$ cat src/rtl/pipeline_pkg.sv
// Shared types and widths for the scalar pipeline memory stage.
package pipeline_pkg;
   typedef enum logic {IDLE = 1'b0, ACCESS = 1'b1} mem_state_t;

   localparam int REG_IDX_W = 4;
   localparam int DATA_W    = 32;

   function automatic logic is_word_aligned(input logic [1:0] low_bits);
      return (low_bits == 2'b00);
   endfunction
endpackage

$ cat src/rtl/mem_wait_counter.sv
// Counts ACCESS cycles; terminal count flags the last cycle before a memory timeout.
module mem_wait_counter #(
   parameter int MAX_WAIT = 16
) (
   input  logic clk,
   input  logic rst,
   input  logic clr_i,
   input  logic en_i,
   output logic tc_o
);
   localparam int CW = $clog2(MAX_WAIT);
   localparam logic [CW-1:0] TC_VAL = CW'(MAX_WAIT - 1);

   logic [CW-1:0] cnt_q, cnt_d;

   always_comb begin
      cnt_d = cnt_q;
      if (clr_i)     cnt_d = '0;
      else if (en_i) cnt_d = cnt_q + 1'b1;
   end

   always_ff @(posedge clk or negedge rst) begin
      if (!rst) cnt_q <= '0;
      else      cnt_q <= cnt_d;
   end

   assign tc_o = (cnt_q == TC_VAL);
endmodule

$ cat src/rtl/pipeline_mem_stage.sv
// MEM stage: data-memory access over req/ready, upstream stall, and the MEM/WB register.
module pipeline_mem_stage
   import pipeline_pkg::*;
#(
   parameter int ADDR_W   = 16,
   parameter int MAX_WAIT = 16
) (
   input  logic                 clk,
   input  logic                 rst,
   input  logic                 rmem_i,
   input  logic                 wmem_i,
   input  logic                 wreg_i,
   input  logic [DATA_W-1:0]    alu_res_i,
   input  logic [DATA_W-1:0]    r3_i,
   input  logic [REG_IDX_W-1:0] dest_reg_i,
   output logic                 mem_req,
   output logic                 mem_we,
   output logic [ADDR_W-1:0]    mem_addr,
   output logic [DATA_W-1:0]    mem_wdata,
   input  logic [DATA_W-1:0]    mem_rdata,
   input  logic                 mem_ready,
   output logic                 stall,
   output logic                 wb_wreg,
   output logic [REG_IDX_W-1:0] wb_dest,
   output logic [DATA_W-1:0]    wb_data,
   output logic                 mem_err
);
   mem_state_t           state_q, state_d;
   logic                 req_q, req_d;
   logic                 we_q, we_d;
   logic [ADDR_W-1:0]    addr_q, addr_d;
   logic [DATA_W-1:0]    wdata_q, wdata_d;
   logic                 wb_wreg_q, wb_wreg_d;
   logic [REG_IDX_W-1:0] wb_dest_q, wb_dest_d;
   logic [DATA_W-1:0]    wb_data_q, wb_data_d;
   logic                 err_q, err_d;
   logic                 cnt_clr, cnt_en, cnt_tc;
   logic                 mem_op;

   mem_wait_counter #(.MAX_WAIT(MAX_WAIT)) u_wait_cnt (
      .clk   (clk),
      .rst   (rst),
      .clr_i (cnt_clr),
      .en_i  (cnt_en),
      .tc_o  (cnt_tc)
   );

   assign mem_op = rmem_i | wmem_i;

   always_comb begin
      state_d   = state_q;
      req_d     = req_q;
      we_d      = we_q;
      addr_d    = addr_q;
      wdata_d   = wdata_q;
      wb_wreg_d = wb_wreg_q;
      wb_dest_d = wb_dest_q;
      wb_data_d = wb_data_q;
      err_d     = err_q;
      stall     = 1'b0;
      cnt_clr   = 1'b0;
      cnt_en    = 1'b0;
      unique case (state_q)
         IDLE: begin
            if (!mem_op) begin
               wb_wreg_d = wreg_i;
               wb_dest_d = dest_reg_i;
               wb_data_d = alu_res_i;
            end else if (is_word_aligned(alu_res_i[1:0])) begin
               // Request cycle: WB gets a bubble, the access completes from ACCESS.
               stall     = 1'b1;
               state_d   = ACCESS;
               req_d     = 1'b1;
               we_d      = wmem_i;
               addr_d    = alu_res_i[ADDR_W-1:0];
               wdata_d   = r3_i;
               wb_wreg_d = 1'b0;
               cnt_clr   = 1'b1;
            end else begin
               wb_wreg_d = 1'b0;
               err_d     = 1'b1;
            end
         end
         ACCESS: begin
            cnt_en = 1'b1;
            // Ready takes priority over a coincident timeout.
            if (mem_ready) begin
               state_d   = IDLE;
               req_d     = 1'b0;
               wb_dest_d = dest_reg_i;
               wb_wreg_d = we_q ? 1'b0 : wreg_i;
               if (!we_q) wb_data_d = mem_rdata;
            end else if (cnt_tc) begin
               state_d   = IDLE;
               req_d     = 1'b0;
               err_d     = 1'b1;
               wb_wreg_d = 1'b0;
               wb_data_d = '0;
            end else begin
               stall = 1'b1;
            end
         end
         default: state_d = IDLE;
      endcase
   end

   always_ff @(posedge clk or negedge rst) begin
      if (!rst) begin
         state_q   <= IDLE;
         req_q     <= 1'b0;
         we_q      <= 1'b0;
         addr_q    <= '0;
         wdata_q   <= '0;
         wb_wreg_q <= 1'b0;
         wb_dest_q <= '0;
         wb_data_q <= '0;
         err_q     <= 1'b0;
      end else begin
         state_q   <= state_d;
         req_q     <= req_d;
         we_q      <= we_d;
         addr_q    <= addr_d;
         wdata_q   <= wdata_d;
         wb_wreg_q <= wb_wreg_d;
         wb_dest_q <= wb_dest_d;
         wb_data_q <= wb_data_d;
         err_q     <= err_d;
      end
   end

   assign mem_req   = req_q;
   assign mem_we    = we_q;
   assign mem_addr  = addr_q;
   assign mem_wdata = wdata_q;
   assign wb_wreg   = wb_wreg_q;
   assign wb_dest   = wb_dest_q;
   assign wb_data   = wb_data_q;
   assign mem_err   = err_q;
endmodule

$ cat config.mk
export PLATFORM = sky130hd
export DESIGN_NAME = pipeline_mem_stage
export DESIGN_NICKNAME = d
export VERILOG_FILES = /design/src/rtl/pipeline_pkg.sv /design/src/rtl/mem_wait_counter.sv /design/src/rtl/pipeline_mem_stage.sv
export SDC_FILE = /design/constraint.sdc
export NUM_CORES = 1
export LEC_CHECK = 0
export BUFFER_PORTS_ARGS = -buffer_cell sky130_fd_sc_hd__buf_2
export CAP_MARGIN = 20
export CELL_PAD_IN_SITES_DETAIL_PLACEMENT = 0
export CELL_PAD_IN_SITES_GLOBAL_PLACEMENT = 1
export CORE_ASPECT_RATIO = 0.75
export CORE_UTILIZATION = 31
export CTS_CLUSTER_DIAMETER = 40
export CTS_CLUSTER_SIZE = 24
export DETAILED_ROUTE_END_ITERATION = 10
export GPL_TIMING_DRIVEN = 0
export PLACE_DENSITY_LB_ADDON = 0.1
export SETUP_SLACK_MARGIN = 0.5
export SYNTH_ARGS = -nofsm -noshare
export SYNTH_HDL_FRONTEND = slang
export SYNTH_SLANG_ARGS = --single-unit
$ cat constraint.sdc
create_clock -name clk -period 1.57 [get_ports clk]
set_input_delay 0.157 -clock clk [delete_from_list [all_inputs] [get_ports clk]]
set_output_delay 0.157 -clock clk [all_outputs]
set_load 0.05 [all_outputs]
==> flow_metrics.tcl <==
set metrics [dict create \
    setup_ws_ns -0.181 \
    initial_core_util_pct 32.2 \
    core_um2 11800 \
    p_sw_uw 4800 \
    synth_simple_gate_area_share_pct 6.49 \
    crit_type "flop to flop" \
    vias_per_cell 4.63 \
    grt_use_total_pct 19.8 \
    multi_input_area_um2 1860 \
    antenna_found_initial 0 \
    synthAdderAreaFrac_pct 0.329 \
    netlist_instances 296 \
    internal_power_uw 7250 \
    regArea_um2 2330 \
    synth_xor_area_share_pct 0.461 \
    grt_use_met2_pct 31.1 \
    vdd_drop_max_mv 0.763 \
    drive_above_1_share_pct 74.0 \
    holdCritPathClass "input pin to flop" \
    grt_pass1_wl_um 19000 \
    syn_area_per_cell_um2 12.8 \
    fin_crit_ns 1.75 \
    die_h_um 97.9 \
    synth_edf_count 0 \
    io_buffers 194 \
    synth_top_family_by_area "multiplexers" \
    drtIter0Drc 104 \
    dieWidth_um 130 \
    antenna_cells 0 \
    gp_congestion 0.680 \
    clockBufferDepth 2 \
    hold_viol_final 0 \
    syn_nets 403 \
    dp_slack_ns -0.348 \
    hpwl_um 7950 \
    violations "negative setup slack" \
    yosys_register_bits 93 \
    power.share.clock_pct 19.6 \
    antenna_left 0 \
    comb_power_share_pct 51.5 \
    seq_area_frac_synth_pct 61.2 \
    leakage_uw 0.00373 \
    clockRootBuffer "clkbuf_16" \
    num_rows 34 \
    firstDrtPassIters 6 \
    via_count 3509 \
    sw_frac_of_total_pct 39.8 \
    grt_busiest_layer "met2" \
    grt_pass1_vias 3505 \
    synth_cell_types 31 \
    grt_max_degree 57 \
    synth_area_leaders "dfrtp_1, mux2_2, a22oi_1" \
    relSlewSlack_pct 69.4 \
    async_flop_share_pct 100 \
    die_area_um2 12700 \
    yosysWarnings 0 \
    grt-ovfl-total 0 \
    drc 0 \
    synth_ff_type "dfrtp_1" \
    syn2layout_area_growth_pct 98.9 \
    cts.clk_slew.worst_paths_ns 0.07 \
    synth_mux_area_share_pct 15.1 \
    status "finished with violations" \
    numCtsBuffers 9 \
    setup_viol_count_final 84 \
    use_met1_pct 26.2 \
    power_density_nw_per_um2 1590 \
    p_seq_share_pct 29.0 \
    cp-start-kind "flop" \
    cp.arrival_ns 1.97 \
    synth_compound_area_share_pct 12.7 \
    tritoncts "yes" \
    fin_setup_tns_ns -10.15 \
    max_slew.worst_pin.slew_ns 0.458 \
    synth_area_um2 3800 \
    netlist.area_leader.share_pct 61.2 \
    crit_path_max_fanout 5 \
    slew_violations 0 \
    synth.largest_area_cell "dfrtp_1" \
    fmax_mhz 571 \
    met3_usage_pct 6.74 \
    rsz0062_at_grt "true" \
    drv_cap 0 \
    clk_latency_ns 0.34 \
    cts_sinks 93 \
    finalClockSkew_ns 0.00829 \
    cp-end-kind "flop" \
    required_ns 1.79 \
    wire_per_inst_um 16.6 \
    fin_nets 698 \
    wl_um 12600 \
    fillCellCount 958 \
    period_share_pct 112 \
    design.portCount 195 \
    h-tree-depth 3 \
]
-- what timing repair did --
action                                  4_1_cts  5_1_grt
gates cloned                                  9        0
hold buffers                                  1        0
gates resized for setup                     309       79
hold endpoints to repair                     37        0
endpoints found under the setup margin      182      229
setup buffers                                30       49
pin swaps                                    24       29
-- placed cells by master, fill, tap and decap left out, drive strengths merged, types with 2 or more instances in the layout --
cell type | synthesis | final
o21ai | 37 | 37
clkinv | 0 | 3
dfrtp | 93 | 93
a22oi | 31 | 31
buf | 15 | 298
nor3 | 3 | 3
bufinv | 0 | 2
nand2 | 37 | 37
mux2 | 51 | 51
inv | 2 | 3
nor2b | 3 | 3
clkbuf | 5 | 14
and3 | 2 | 2
nor2 | 3 | 3
-- synth_stat cells (2+ instances only) --
cell / number
buf_6: 6
buf_2: 8
nand2_1: 37
inv_1: 2
mux2_2: 47
clkbuf_1: 5
nor3_1: 2
and3_1: 2
dfrtp_1: 93
nor2b_1: 3
mux2_1: 4
o21ai_1: 4
o21ai_0: 33
nor2_1: 3
a22oi_1: 31
-- layer usage --
metal,vias to the layer above,part of all wire (%)
li1,1656,-
met1,1738,45
met2,104,47
met3,11,6.5
met4,0,0.84
met5,-,0
-- worst paths after layout --
| check | from | end | slack, ns | depth (start not counted) |
|---|---|---|---|---|
| max reg2reg | state_q | mem_wdata[5] | -0.18 | 7 |
| max | state_q | mem_wdata[5] | -0.18 | 7 |
| max in group asynchronous | rst | mem_wdata[10] | 0.69 | 3 |
| min | wreg_i | wb_wreg | 0.04 | 3 |
| min reg2reg | mem_err | mem_err | 0.49 | 2 |
| min in group asynchronous | rst | wb_dest[0] | 0.29 | 2 |
-- stage by stage --
step	hold WS [ns]	cells	power [uW]	area [um2]	utilization, %
finish	0.0373	758	12000	7560	64.2
global route	0.0288	758	12600	7560	64.2
CTS	0.0303	709	11400	6900	58.5
detailed placement	0.172	653	7360	5110	43.3
global placement	0.388	652	7310	5080	43.1
floorplan	-0.139	296	6280	3900	-
-- kinds of logic (layout without fill, tap and decap cells) --
| group | Yosys count | in the layout |
|---|---|---|
| AND/OR/NAND/NOR | 53 | 53 |
| adder cells (fa/ha/maj) | 1 | 1 |
| flip-flops | 93 | 93 |
| buffers and inverters | 22 | 322 |
| multiplexers | 51 | 51 |
| XOR/XNOR | 2 | 2 |
| AO/OA/AOI/OAI | 74 | 74 |
-- layout make-up --
type	instances	area share, %
plain buffers	20	3.43
clock buffers	9	2.98
clock inverters	7	1.27
inverters	2	0.149
multi-input cells	181	24.6
flip-flops and latches	93	30.8
well taps	162	2.68
repair buffers	284	34.1
-- flip-flops by register name (all words and copies together), names as in the netlist, 4 cells and up --
signal,count
u_wait_cnt.cnt_q,4
mem_wdata,32
mem_addr,16
wb_data,32
wb_dest,4
-- worst max-delay path: stages (launching register included) --
cell     delay (ns)
dfrtp_1        0.37
buf_6          0.14
nor4_4         0.30
buf_6          0.17
buf_12         0.11
buf_12         0.11
buf_8          0.12
mux2_4         0.30
-- power groups by stage --
stage               clock (uW)  combinational (uW)  sequential (uW)
floorplan                    0                 874             5400
global placement             0                3970             3340
detailed placement           0                4000             3360
CTS                       2420                5460             3480
global route              2520                6490             3560
finish                    2360                6200             3490
Power figures use the tool's default switching activity.
